[config.mk]
export PLATFORM = sky130hd
export DESIGN_NAME = testdrive_apb_regfile_slave_flat
export DESIGN_NICKNAME = d
export VERILOG_FILES = /design/src/rtl/testdrive_apb_regfile_slave_if.sv /design/src/rtl/testdrive_apb_regfile_slave.sv /design/src/flat_wrapper.sv
export SDC_FILE = /design/constraint.sdc
export NUM_CORES = 1
export LEC_CHECK = 0
export CORE_AREA = 2 2 442 444
export DETAILED_ROUTE_END_ITERATION = 10
export DIE_AREA = 0 0 444 446
export GPL_TIMING_DRIVEN = 1
export PLACE_DENSITY = 0.37
export SYNTH_ARGS = -nofsm -noshare
export SYNTH_HDL_FRONTEND = slang
export SYNTH_SLANG_ARGS = --single-unit
[constraint.sdc]
create_clock -name CLK -period 2.5 [get_ports CLK]
set_clock_uncertainty 0.05 [all_clocks]
set_input_delay 0.75 -clock CLK [delete_from_list [all_inputs] [get_ports CLK]]
set_output_delay 0.75 -clock CLK [all_outputs]
set_load 0.02 [all_outputs]
[src/rtl/testdrive_apb_regfile_slave_if.sv]
// APB4 completer-side bus bundle for the TestDrive register bank.
// The master modport is used by the BFM or testbench.
// The slave modport is used by the register bank itself.
interface testdrive_apb_regfile_slave_if #(
    parameter int unsigned C_ADDR_BITS = 10
);
    logic                   PSEL;
    logic                   PENABLE;
    logic                   PWRITE;
    logic [C_ADDR_BITS-1:0] PADDR;
    logic [31:0]            PWDATA;
    logic [3:0]             PSTRB;
    logic [31:0]            PRDATA;
    logic                   PREADY;
    logic                   PSLVERR;

    modport master (
        output PSEL, PENABLE, PWRITE, PADDR, PWDATA, PSTRB,
        input  PRDATA, PREADY, PSLVERR
    );

    modport slave (
        input  PSEL, PENABLE, PWRITE, PADDR, PWDATA, PSTRB,
        output PRDATA, PREADY, PSLVERR
    );
endinterface

[src/rtl/testdrive_apb_regfile_slave.sv]
// APB4 completer register bank.
// It provides C_REG_COUNT 32-bit registers with byte-strobe writes and
// read-only status slots.
// Each transfer has C_WAIT_CYCLES wait states with PREADY low.
// PSLVERR flags accesses beyond the bank and writes to read-only slots.
// Committed writes appear on REG_OUT and give a one-cycle WR_PULSE.
module testdrive_apb_regfile_slave #(
    parameter int unsigned            C_ADDR_BITS   = 10,
    parameter int unsigned            C_REG_COUNT   = 16,
    parameter int unsigned            C_WAIT_CYCLES = 0,
    parameter logic [C_REG_COUNT-1:0] C_RO_MASK     = '0,
    parameter logic [31:0]            C_RESET_VALUE = 32'h0
) (
    input  logic                        CLK,
    input  logic                        nRST,
    testdrive_apb_regfile_slave_if.slave apb,
    output logic [C_REG_COUNT*32-1:0]   REG_OUT,
    input  logic [C_REG_COUNT*32-1:0]   RO_IN,
    output logic [C_REG_COUNT-1:0]      WR_PULSE
);
    localparam int unsigned IDX_W     = C_ADDR_BITS - 2;
    localparam logic [7:0]  WAIT_LOAD = 8'((C_WAIT_CYCLES == 0) ? 0 : C_WAIT_CYCLES - 1);

    typedef enum logic [1:0] {
        ST_IDLE,
        ST_WAIT,
        ST_RESP
    } state_t;

    state_t     state_q;
    state_t     state_d;
    logic [7:0] cnt_q;
    logic [7:0] cnt_d;

    // Transfer attributes captured in the setup phase.
    logic             wr_q;
    logic [IDX_W-1:0] idx_q;
    logic [31:0]      wdata_q;
    logic [3:0]       strb_q;
    logic             err_q;

    // Read view of every slot: register contents or the RO_IN status slice.
    logic [31:0] rd_vals [C_REG_COUNT];

    logic             setup;
    logic             commit;
    logic             cur_wr;
    logic [IDX_W-1:0] cur_idx;
    logic             cur_in_range;
    logic             cur_ro;
    logic [31:0]      cur_rdata;
    logic             err_now;
    logic             resp_next;
    logic [1:0]       paddr_unused;

    // PADDR[1:0] has no meaning here; accesses are always whole words.
    assign paddr_unused = apb.PADDR[1:0];

    assign setup = (state_q == ST_IDLE) && apb.PSEL && !apb.PENABLE;

    // A write commits only when RESP closes normally.
    // A master abort (PSEL low) or an error response leaves the bank untouched.
    assign commit = (state_q == ST_RESP) && apb.PSEL && wr_q && !err_q;

    // A zero-wait transfer enters RESP at the setup edge itself.
    // So the live bus values are used there, and the captured copies afterwards.
    assign cur_wr  = setup ? apb.PWRITE : wr_q;
    assign cur_idx = setup ? apb.PADDR[C_ADDR_BITS-1:2] : idx_q;

    // Decode the addressed slot: range check, read-only flag and read data.
    always_comb begin
        // NOTE: every output of a combinational block gets a default first;
        // otherwise paths that skip an assignment infer latches.
        cur_in_range = 1'b0;
        cur_ro       = 1'b0;
        cur_rdata    = '0;
        for (int i = 0; i < int'(C_REG_COUNT); i++) begin
            if (cur_idx == IDX_W'(i)) begin
                cur_in_range = 1'b1;
                cur_ro       = C_RO_MASK[i];
                cur_rdata    = rd_vals[i];
            end
        end
    end

    assign err_now   = !cur_in_range || (cur_wr && cur_ro);
    assign resp_next = (state_d == ST_RESP);

    // FSM state register and wait-state counter.
    always_ff @(posedge CLK or negedge nRST) begin
        // NOTE: sequential state uses non-blocking assignments.
        // All flops then update together from pre-edge values.
        if (!nRST) begin
            state_q <= ST_IDLE;
            cnt_q   <= '0;
        end else begin
            state_q <= state_d;
            cnt_q   <= cnt_d;
        end
    end

    // Next-state logic: setup acceptance, wait countdown, abort and completion.
    always_comb begin
        state_d = state_q;
        cnt_d   = cnt_q;
        case (state_q)
            ST_IDLE: begin
                if (setup) begin
                    if (C_WAIT_CYCLES == 0) begin
                        state_d = ST_RESP;
                    end else begin
                        state_d = ST_WAIT;
                        cnt_d   = WAIT_LOAD;
                    end
                end
            end
            ST_WAIT: begin
                if (!apb.PSEL) begin
                    state_d = ST_IDLE;
                end else if (cnt_q == 8'd0) begin
                    state_d = ST_RESP;
                end else begin
                    cnt_d = cnt_q - 8'd1;
                end
            end
            ST_RESP: state_d = ST_IDLE;
            default: state_d = ST_IDLE;
        endcase
    end

    // Capture the transfer attributes during the setup phase.
    always_ff @(posedge CLK or negedge nRST) begin
        if (!nRST) begin
            wr_q    <= 1'b0;
            idx_q   <= '0;
            wdata_q <= '0;
            strb_q  <= '0;
            err_q   <= 1'b0;
        end else if (setup) begin
            wr_q    <= apb.PWRITE;
            idx_q   <= apb.PADDR[C_ADDR_BITS-1:2];
            wdata_q <= apb.PWDATA;
            strb_q  <= apb.PSTRB;
            err_q   <= err_now;
        end
    end

    // Response outputs are registered on entry to RESP and zero elsewhere.
    always_ff @(posedge CLK or negedge nRST) begin
        if (!nRST) begin
            apb.PREADY  <= 1'b0;
            apb.PSLVERR <= 1'b0;
            apb.PRDATA  <= '0;
        end else begin
            apb.PREADY  <= resp_next;
            apb.PSLVERR <= resp_next && err_now;
            apb.PRDATA  <= (resp_next && !cur_wr && !err_now) ? cur_rdata : '0;
        end
    end

    // One-cycle strobe on the register written by the committing transfer.
    always_ff @(posedge CLK or negedge nRST) begin
        if (!nRST) begin
            WR_PULSE <= '0;
        end else begin
            for (int i = 0; i < int'(C_REG_COUNT); i++) begin
                WR_PULSE[i] <= commit && (idx_q == IDX_W'(i));
            end
        end
    end

    // Per-slot storage: writable registers or read-only status passthrough.
    for (genvar gi = 0; gi < int'(C_REG_COUNT); gi++) begin : g_reg
        if (C_RO_MASK[gi]) begin : g_ro
            assign rd_vals[gi]             = RO_IN[32*gi +: 32];
            assign REG_OUT[32*gi +: 32]    = '0;
        end else begin : g_rw
            logic [31:0] q;
            logic [31:0] ro_in_unused;

            assign ro_in_unused = RO_IN[32*gi +: 32];

            // Commit the strobed byte lanes at the edge closing RESP.
            always_ff @(posedge CLK or negedge nRST) begin
                // NOTE: this bank is a set of flops with a defined reset value.
                // It is not a RAM, so it sits on the async reset like any
                // other architecturally visible state.
                if (!nRST) begin
                    q <= C_RESET_VALUE;
                end else if (commit && (idx_q == IDX_W'(gi))) begin
                    for (int b = 0; b < 4; b++) begin
                        if (strb_q[b]) q[8*b +: 8] <= wdata_q[8*b +: 8];
                    end
                end
            end

            assign rd_vals[gi]          = q;
            assign REG_OUT[32*gi +: 32] = q;
        end
    end
endmodule

[src/flat_wrapper.sv]
// flat-port wrapper written by rule: the top's interface ports become plain ports
module testdrive_apb_regfile_slave_flat 
#(
    parameter int unsigned            C_ADDR_BITS   = 10,
    parameter int unsigned            C_REG_COUNT   = 16,
    parameter int unsigned            C_WAIT_CYCLES = 0,
    parameter logic [C_REG_COUNT-1:0] C_RO_MASK     = '0,
    parameter logic [31:0]            C_RESET_VALUE = 32'h0
)
  (CLK, nRST, REG_OUT, RO_IN, WR_PULSE, apb_PSEL, apb_PENABLE, apb_PWRITE, apb_PADDR, apb_PWDATA, apb_PSTRB, apb_PRDATA, apb_PREADY, apb_PSLVERR);
  testdrive_apb_regfile_slave_if #(.C_ADDR_BITS(C_ADDR_BITS)) apb_i ();
  input  logic CLK;
  input  logic nRST;
  output logic [C_REG_COUNT*32-1:0] REG_OUT;
  input  logic [C_REG_COUNT*32-1:0] RO_IN;
  output logic [C_REG_COUNT-1:0] WR_PULSE;
  input wire logic [$bits(apb_i.PSEL)-1:0] apb_PSEL;
  input wire logic [$bits(apb_i.PENABLE)-1:0] apb_PENABLE;
  input wire logic [$bits(apb_i.PWRITE)-1:0] apb_PWRITE;
  input wire logic [$bits(apb_i.PADDR)-1:0] apb_PADDR;
  input wire logic [$bits(apb_i.PWDATA)-1:0] apb_PWDATA;
  input wire logic [$bits(apb_i.PSTRB)-1:0] apb_PSTRB;
  output wire logic [$bits(apb_i.PRDATA)-1:0] apb_PRDATA;
  output wire logic [$bits(apb_i.PREADY)-1:0] apb_PREADY;
  output wire logic [$bits(apb_i.PSLVERR)-1:0] apb_PSLVERR;
  assign apb_i.PSEL = apb_PSEL;
  assign apb_i.PENABLE = apb_PENABLE;
  assign apb_i.PWRITE = apb_PWRITE;
  assign apb_i.PADDR = apb_PADDR;
  assign apb_i.PWDATA = apb_PWDATA;
  assign apb_i.PSTRB = apb_PSTRB;
  assign apb_PRDATA = apb_i.PRDATA;
  assign apb_PREADY = apb_i.PREADY;
  assign apb_PSLVERR = apb_i.PSLVERR;
  testdrive_apb_regfile_slave #(.C_ADDR_BITS(C_ADDR_BITS), .C_REG_COUNT(C_REG_COUNT), .C_WAIT_CYCLES(C_WAIT_CYCLES), .C_RO_MASK(C_RO_MASK), .C_RESET_VALUE(C_RESET_VALUE)) u_core (.CLK(CLK), .nRST(nRST), .apb(apb_i), .REG_OUT(REG_OUT), .RO_IN(RO_IN), .WR_PULSE(WR_PULSE));
endmodule
---- Yosys cells after proc, flatten, opt, wreduce, memory -nomap -nowiden ----
Cells that the tools add are included.
storage, ports and cells
  bits in registers ....................... 618
  logic and storage cells ................. 246
  input bits .............................. 563
  output and inout port bits .............. 562
cells by class
  bitwise logic cells ..................... 1
  reduce and logical (&&, ||, !) cells .... 97
  mux-type cells .......................... 39
  equality and inequality tests ........... 33
  add/sub/neg operators ................... 1
operator list
  operator               count
  $mux W32               17
  $eq A8 B4 Y1 const B   16
  $reduce_and A2 Y1      64
  $eq A8 B3 Y1 const B   8
  $eq A8 B2 Y1 const B   4
  $logic_and A1 B1 Y1    24
  $logic_not A8 Y1       3
  $mux W1                17
  $eq A8 B1 Y1 const B   2
  $mux W8                1
  $sub A8 B1 Y8 const B  1
  $mux W2                3
  $eq A2 B2 Y1 const B   2
  $logic_not A1 Y1       4
  $pmux W2 S2            1
  $reduce_and A3 Y1      1
  $eq A2 B1 Y1 const B   1
  $logic_not A2 Y1       1
  $not A1 Y1             1

---- Logic depth before layout (Yosys ltp) ----
Gate-level depths: netlist (run 1).
  depth in word-level cells ............... 23
  depth in mapped cells ................... 11
  mapped depth without buffers ............ 9

---- Least setup slack after synthesis (run 1) ----
Ideal clock, no wire load.
  path type ............................... input port to flip-flop
  start ................................... input port apb_PENABLE
  end ..................................... register u_core.apb.PRDATA[23]
  slack ................................... -512 ps
  buffers on the path ..................... 2
  stages on the path ...................... 8
  arrival ................................. 2820 ps
  cell sequence ........................... nor4b_4 mux2i_1 clkbuf_1 buf_1 mux2i_1 o21ai_0 a2111oi_0 o32ai_1
on the way
  word-level cells in the longest chain between the ends .. 22
ends and longest elaborated chain
  item                     RTL line                              text
  start: declaration       flat_wrapper.sv:18                    input wire logic [$bits(apb_i.PENABLE)-1:0] apb_PENABLE;
  $logic_not A1 Y1 (*)     testdrive_apb_regfile_slave.sv:59     assign setup = (state_q == ST_IDLE) && apb.PSEL && !apb.PENABLE;
  $logic_and A1 B1 Y1 (*)  testdrive_apb_regfile_slave.sv:59
  $mux W8                  testdrive_apb_regfile_slave.sv:68     assign cur_idx = setup ? apb.PADDR[C_ADDR_BITS-1:2] : idx_q;
  $logic_not A8 Y1         testdrive_apb_regfile_slave.sv:78     if (cur_idx == IDX_W'(i)) begin
  $mux W1 (16 in a row)    testdrive_apb_regfile_slave.sv:78
  $logic_and A1 B1 Y1      testdrive_apb_regfile_slave.sv:157    apb.PRDATA <= (resp_next && !cur_wr && !err_now) ? cur_rdata : '0;
  $mux W32 (*)             testdrive_apb_regfile_slave.sv:157
  end signal: assignment   testdrive_apb_regfile_slave.sv:157
  end: declaration         testdrive_apb_regfile_slave_if.sv:24  output PRDATA, PREADY, PSLVERR
Every way passes the cells marked *; elsewhere a longest branch is shown, timed or not.
A chain may end at the register's enable or synchronous reset.

---- Worst setup path after layout (run 1) ----
  start ................................... register u_core.state_q[0]
  end ..................................... register u_core.apb.PRDATA[24]
on the way
  word-level cells in the longest chain between the ends .. 23
ends and longest elaborated chain
  item                              RTL line                                                               text
  start: declaration                testdrive_apb_regfile_slave.sv:30                                      state_t state_q;
  start signal: assignment          testdrive_apb_regfile_slave.sv:97                                      state_q <= state_d;
  $logic_not A2 Y1                  testdrive_apb_regfile_slave.sv:59, testdrive_apb_regfile_slave.sv:106
  $logic_and A1 B1 Y1 (2 in a row)  testdrive_apb_regfile_slave.sv:59
  $mux W8                           testdrive_apb_regfile_slave.sv:68
  $logic_not A8 Y1                  testdrive_apb_regfile_slave.sv:78
  $mux W1 (16 in a row)             testdrive_apb_regfile_slave.sv:78
  $logic_and A1 B1 Y1               testdrive_apb_regfile_slave.sv:157
  $mux W32 (*)                      testdrive_apb_regfile_slave.sv:157
Marks and branches as above.

==> flow_metrics.py, run 1 <==
metrics = {
    "critical_path": {
        "crit_buf_inv": 4,
        "arrival_ns": 3.54,
        "crit_path_end_kind": "flip-flop",
        "cp_slowest_stage_delay_ns": 0.65,
        "rrSetupSlack_ns": -0.50,
        "path_delay_family": "compound AO/OA/AOI/OAI gates",
        "crit_path_max_fanout": 7,
        "critPathKind": "reg2reg",
        "worst_path_max_delay_cell": "or4b_4",
        "path_cells": "or4b_4 > buf_6 > mux2i_4 > buf_6 > buf_12 > buf_12 > a222oi_1 > o22ai_1 > a211oi_2 > o21ai_1 > o2bb2ai_1",
        "start_kind": "flip-flop",
        "critical_path_required_ns": 3.04,
    },
    "sta": {
        "setup_viol": 161,
        "rsz0062_at_grt": "yes",
        "fin_crit_sh_pct": 120,
        "hold_ws_ns": 0.405,
        "maxClockFrequency_mhz": 333,
        "maxSlewViolCount": 0,
        "fin_crit_ns": 3.00,
        "hold_violations": 0,
        "setup_ws_ns": -0.502,
        "slew_headroom_pct": 30.4,
        "worst_pin_slew_ns": 1.04,
    },
    "die": {
        "core_area_um2": 194000,
        "die-width_um": 444,
        "start_util_pct": 14.2,
        "pin_count": 1125,
        "rows": 162,
        "dieHeight_um": 446,
        "dieArea_um2": 198000,
    },
    "route": {
        "drt_wl_total_um": 199000,
        "post_drt_via_cell_ratio": 4.19,
        "dr.pass1.iters": 5,
        "ant_nets": 0,
        "drc": 0,
        "first_iter_violations": 1962,
        "avgRoutedWirePerCell_um": 33.0,
        "vias": 25200,
    },
    "cts": {
        "clock_tree.buffer_depth": 3,
        "clk_pin_slew_ns": 0.06,
        "cts_tree": "yes",
        "cts_root_buffer": "clkbuf_16",
        "cts_buffers": 75,
        "htreeDepth": 3,
        "clk_latency_ns": 0.71,
        "cts.sinks": 618,
    },
    "power_and_ir_drop": {
        "ir_worst_vdd_v": 0.000497,
        "p_total_mw": 26.1,
        "p_per_area_nw_per_um2": 562,
        "p_leak_nw": 23.6,
    },
    "grt": {
        "grt_max_degree": 78,
        "grt-ovfl-total": 0,
        "grt_pass1_wl_um": 258000,
        "grt_pass1_vias": 26100,
        "grtUsageTotal_pct": 19.5,
        "antenna_found_initial": 23,
    },
    "layout": {
        "layout.nets": 3954,
        "drive_above_1_share_pct": 44.1,
        "syn_to_final_growth_pct": 68.9,
    },
    "placement": {
        "dp_hpwl_um": 160000,
        "place_congestion": 0.910,
        "port_buffers": 610,
    },
    "synth": {
        "ys_seq_elements": 618,
        "ys_top_cells_by_area": "dfrtp_1, mux2_2, nand2_1, o22ai_1, a22oi_1",
        "async_reset_ff_share_pct": 100,
        "synth-edff-count": 0,
        "avgSynthCellArea_um2": 12.4,
        "synth.top_cells.by_count": "dfrtp_1, mux2_2, nand2_1, clkbuf_1, nor2_1",
        "ys.warnings.count": 0,
        "synth_top_area_share_pct": 56.3,
        "syn-cell-area_um2": 27500,
        "post_synth_inst_count": 2221,
        "yosys.area.top_type": "dfrtp_1",
        "synth.most_common_cell": "dfrtp_1",
        "synth_nets": 2786,
        "synth-main-ff-cell": "dfrtp_1",
        "synth_cell_types": 79,
        "seq_area_frac_synth_pct": 56.3,
    },
    "min_path": {
        "min_path_type": "in2reg",
    },
    "outcome": {
        "violations": "negative setup slack",
        "status": "finished with violations",
    },
    "job": {
        "drv_cap": 0,
    },
}
-- layout make-up --
| type | instances | area, um^2 |
|---|---|---|
| diodes | 20 | 50.0 |
| clock buffers | 109 | 2190 |
| clock inverters | 30 | 430 |
| fillers | 20900 | 147000 |
| inverters | 10 | 43.8 |
| multi-input cells | 1461 | 13100 |
| flip-flops and latches | 618 | 15500 |
| well taps | 2542 | 3180 |
| repair buffers | 1223 | 11900 |
-- where the power goes --
| group | internal, mW | switching (mW) | total (mW) |
|---|---|---|---|
| Clock | 6.87 | 4.94 | 11.8 |
| Combinational | 1.49 | 2.15 | 3.64 |
| Sequential | 10.1 | 0.544 | 10.7 |
| Total | 18.5 | 7.63 | 26.1 |
-- flip-flops by register name, indices dropped and copies added, names as in the netlist --
| name | cells |
|---|---|
| u_core.apb.PREADY | 1 |
| u_core.apb.PRDATA | 32 |
| u_core.state_q | 2 |
| u_core.g.g_rw.q | 512 |
| u_core.cnt_q | 8 |
| u_core.apb.PSLVERR | 1 |
| u_core.wr_q | 1 |
| u_core.strb_q | 4 |
| u_core.wdata_q | 32 |
| u_core.err_q | 1 |
| u_core.WR_PULSE | 16 |
| u_core.idx_q | 8 |
-- worst register-to-register path, stage by stage (launching register included) --
cell and delay (ns):
dfrtp_1 0.39, or4b_4 0.65, buf_6 0.19, mux2i_4 0.20
buf_6 0.17, buf_12 0.15, buf_12 0.15, a222oi_1 0.24
o22ai_1 0.17, a211oi_2 0.28, o21ai_1 0.13, o2bb2ai_1 0.13
-- repair_timing --
item,in CTS,in global routing
hold endpoints to repair,13,0
hold buffers,1,0
resized for setup,808,218
pin swaps,67,81
setup endpoints to repair,814,376
cloned,1,2
setup buffers,57,37
-- metal layers --
metal  track usage [%]  routed length [um]  vias up  part of all wire [%]
met5                 0                  26        -                 0.013
met4              10.3               11600        4                   5.8
met3              4.54               12000      272                   6.1
met2              34.2               99800      823                    50
met1              21.8               75300    13500                    38
li1                  -                   -    10600                     -
-- worst paths after layout --
check | startpoint | to | cells after the start
max in group asynchronous | nRST | u_core.g_reg[5].g_rw.q[14]$_DFFE_PN0P_ | 3
worst max register to register | u_core.state_q[0]$_DFF_PN0_ | u_core.apb.PRDATA[24]$_DFF_PN0_ | 11
worst min register to register | u_core.cnt_q[7]$_DFFE_PN0P_ | u_core.cnt_q[7]$_DFFE_PN0P_ | 1
worst max-delay path | u_core.state_q[0]$_DFF_PN0_ | u_core.apb.PRDATA[24]$_DFF_PN0_ | 11
worst min-delay path | apb_PADDR[7] | u_core.idx_q[5]$_DFF_PN0_ | 4
min in group asynchronous | nRST | u_core.g_reg[8].g_rw.q[11]$_DFFE_PN0P_ | 2
-- cells by family (layout without fill, tap and decap cells) --
family | Yosys count | after routing | share of synthesized area (%)
DFF | 618 | 618 | 56.3
muxes | 548 | 548 | 22.3
and+or+nand+nor | 459 | 459 | 7.43
AOI/OAI and AO/OA | 445 | 445 | 11.5
buffers and inverters | 142 | 1372 | 2.15
xor gates and xnor gates | 7 | 7 | 0.223
adders and majority gates | 2 | 2 | 0.0910
other | 0 | 20 | 0
-- placed cells by master, fill, tap and decap left out, types with 19 or more instances in the layout --
| cell type | n |
|---|---|
| buf_4 | 404 |
| clkbuf_16 | 78 |
| dlygate4sd2_1 | 546 |
| dfrtp_1 | 599 |
| nand2_1 | 240 |
| buf_12 | 112 |
| nand2_4 | 20 |
| o21ai_0 | 44 |
| nor2_1 | 57 |
| clkdlybuf4s50_1 | 45 |
| mux2_2 | 511 |
| a221oi_1 | 20 |
| dfrtp_2 | 19 |
| buf_8 | 19 |
| diode_2 | 20 |
| mux2i_1 | 24 |
| buf_6 | 83 |
| o22ai_1 | 38 |
| a21oi_1 | 55 |
| a22oi_1 | 43 |
-- stage by stage --
stage / utilization [%] / TNS (ns) / setup slack, ns / cell area (um^2) / instances
floorplan: - / -9.07 / -0.420 / 27900 / 2221
global placement: 21.5 / -382.66 / -2.31 / 41600 / 5767
detailed placement: 21.5 / -387.75 / -2.00 / 41600 / 5767
CTS: 23.3 / -16.69 / -0.543 / 45100 / 5960
global route: 24.0 / -35.14 / -0.571 / 46400 / 5999
finish: 24.0 / -22.80 / -0.502 / 46400 / 6013
Note: power is estimated with default switching activity, not from simulation.
==> run 2: changes to the inputs <==
CORE_AREA = 4 4 432 434   (was 2 2 442 444)
DIE_AREA = 0 0 436 438   (was 0 0 444 446)
PLACE_DENSITY = 0.39   (was 0.37)
==> run 2 against run 1 <==
The run still ends with negative setup slack left. Cell area is 0.15% higher. Clock power hardly changed. Die area is 3.6% lower. Final cell count is 2.7% lower. Critical path type unchanged. Count of clock-buffer cells in the layout decreased by 11. Sequential share of layout area barely moved.
==> flow_metrics.py, run 2 (synthesis gave the netlist of run 1 again) <==
metrics = {
    "outcome": {
        "violations": "negative setup slack",
        "status": "finished with violations",
    },
    "critical_path": {
        "crit_path_end_kind": "flip-flop",
        "reg2reg_from": "u_core.state_q[0]$_DFF_PN0_",
        "cp_num_cells": 9,
        "crit_top_cell": "buf_12",
        "critPathKind": "reg2reg",
        "r2r-end": "u_core.apb.PRDATA[24]$_DFF_PN0_",
        "crit_buf_inv": 2,
        "start_kind": "flip-flop",
        "path_delay_family": "compound AO/OA/AOI/OAI gates",
        "rrSetupSlack_ns": -0.57,
        "reg2reg_depth": 9,
        "crit_path_max_fanout": 6,
        "path_cells": "or4b_4 > mux2_4 > buf_12 > buf_12 > a222oi_1 > o22ai_1 > a211oi_2 > o21ai_1 > o2bb2ai_1",
        "cp_slowest_stage_delay_ns": 0.67,
        "worst_path_max_delay_cell": "or4b_4",
        "arrival_ns": 3.60,
        "critical_path_required_ns": 3.04,
    },
    "sta": {
        "maxClockFrequency_mhz": 326,
        "rsz0062_at_grt": "yes",
        "slew_headroom_pct": 30.0,
        "fin_crit_sh_pct": 123,
        "worst_pin_slew_ns": 1.05,
        "setup_ws_ns": -0.567,
        "setup_viol": 160,
        "maxSlewViolCount": 0,
        "fin_setup_tns_ns": -25.75,
        "fin_crit_ns": 3.07,
        "hold_violations": 0,
    },
    "route": {
        "first_iter_violations": 1717,
        "vias": 25400,
        "ant_nets": 0,
        "drc": 0,
        "dr.pass1.iters": 6,
        "drt_wl_total_um": 196000,
        "avgRoutedWirePerCell_um": 33.5,
        "post_drt_via_cell_ratio": 4.33,
    },
    "placement": {
        "dp_cells": 5592,
        "port_buffers": 610,
        "dp_hpwl_um": 158000,
        "place_congestion": 0.914,
    },
    "min_path": {
        "hold_depth": 1,
        "min_to": "u_core.cnt_q[7]$_DFFE_PN0P_",
        "min_path_type": "reg2reg",
        "hp-start": "u_core.cnt_q[7]$_DFFE_PN0P_",
    },
    "die": {
        "dieArea_um2": 191000,
        "dieHeight_um": 438,
        "rows": 157,
        "die-width_um": 436,
        "start_util_pct": 15.0,
        "pin_count": 1125,
        "core_area_um2": 183000,
    },
    "cts": {
        "cts_tree": "yes",
        "htreeDepth": 3,
        "cts_root_buffer": "clkbuf_16",
        "cts_buffers": 74,
        "clk_latency_ns": 0.70,
        "clock_tree.buffer_depth": 3,
        "cts.sinks": 618,
        "clk_pin_slew_ns": 0.06,
    },
    "layout": {
        "layout.cells.non_filler": 5852,
        "final_common_cell": "dfrtp_1",
        "top_regs": "u_core.g.g_rw.q x512, u_core.apb.PRDATA x32, u_core.wdata_q x32",
        "layout.nets": 3961,
        "largest_register_ffs": 512,
        "drive_above_1_share_pct": 45.0,
        "regMostFlops": "u_core.g.g_rw.q",
        "syn_to_final_growth_pct": 69.2,
        "final_cell_mix": "dfrtp_1, dlygate4sd2_1, mux2_2, buf_4, nand2_1",
    },
    "grt": {
        "grt-ovfl-total": 0,
        "grt_pass1_vias": 26400,
        "grt_pass1_wl_um": 258000,
        "antenna_found_initial": 25,
        "grtUsageTotal_pct": 19.9,
        "grt_max_degree": 100,
    },
    "power_and_ir_drop": {
        "p_per_area_nw_per_um2": 562,
        "p_leak_nw": 23.7,
        "p_total_mw": 26.2,
        "ir_worst_vdd_v": 0.000445,
    },
    "job": {
        "drv_cap": 0,
    },
}
## run 2: how the worst max path moves through the flow
stage	start	to	slack (ns)
final	u_core.state_q[0]$_DFF_PN0_	u_core.apb.PRDATA[24]$_DFF_PN0_	-0.57
after global routing	u_core.state_q[0]$_DFF_PN0_	u_core.apb.PRDATA[24]$_DFF_PN0_	-0.62
after CTS	u_core.state_q[0]$_DFF_PN0_	u_core.apb.PRDATA[0]$_DFF_PN0_	-0.50
after detailed placement	apb_PENABLE	u_core.apb.PRDATA[22]$_DFF_PN0_	-2.00
after global placement	apb_PENABLE	u_core.apb.PRDATA[22]$_DFF_PN0_	-1.99
after floorplan	apb_PENABLE	u_core.apb.PRDATA[27]$_DFF_PN0_	-0.42
## run 2: worst register-to-register path: stages (launching register included)
cell,delay (ns)
dfrtp_1,0.39
or4b_4,0.67
mux2_4,0.40
buf_12,0.17
buf_12,0.15
a222oi_1,0.46
o22ai_1,0.22
a211oi_2,0.26
o21ai_1,0.09
o2bb2ai_1,0.12
## run 2: layout make-up
class | instances | area (um^2)
fill | 19500 | 136000
sequential | 618 | 15500
multi-input combinational | 1461 | 13300
timing repair buffer | 1231 | 12100
tap | 2385 | 2980
clock buffer | 98 | 2040
clock inverter | 30 | 546
antenna | 19 | 47.5
inverter | 10 | 42.5
## run 2: where the power goes
part           internal [mW]  switching, mW  total, mW
sequential              10.1          0.613       10.7
clock                   6.87           4.95       11.8
combinational           1.54           2.07       3.61
## run 2: metal layers
metal  wire length (um)  vias up  global-route usage, %
met1              74900    13500                   22.5
met3              11800      279                   4.67
met4              10900        4                   9.70
met2              98300      842                   35.2
li1                   -    10700                      -
met5                 21        -                      0
## run 2: stage by stage
step	cell area, um^2	hold slack, ns	util [%]	setup WS (ns)
after detailed placement	41300	0.427	22.6	-2.00
after CTS	45800	0.438	25.1	-0.499
after global placement	41300	0.419	22.6	-1.99
after floorplan	27900	0.393	-	-0.420
after global routing	46500	0.463	25.4	-0.622
final	46500	0.435	25.5	-0.567
## run 2: timing repair
action,CTS,global route
setup buffers,95,34
resized for setup,966,128
endpoints found under the hold margin,20,0
endpoints found under the setup margin,807,365
hold buffers,1,0
cloned,3,0
pin swaps,113,97
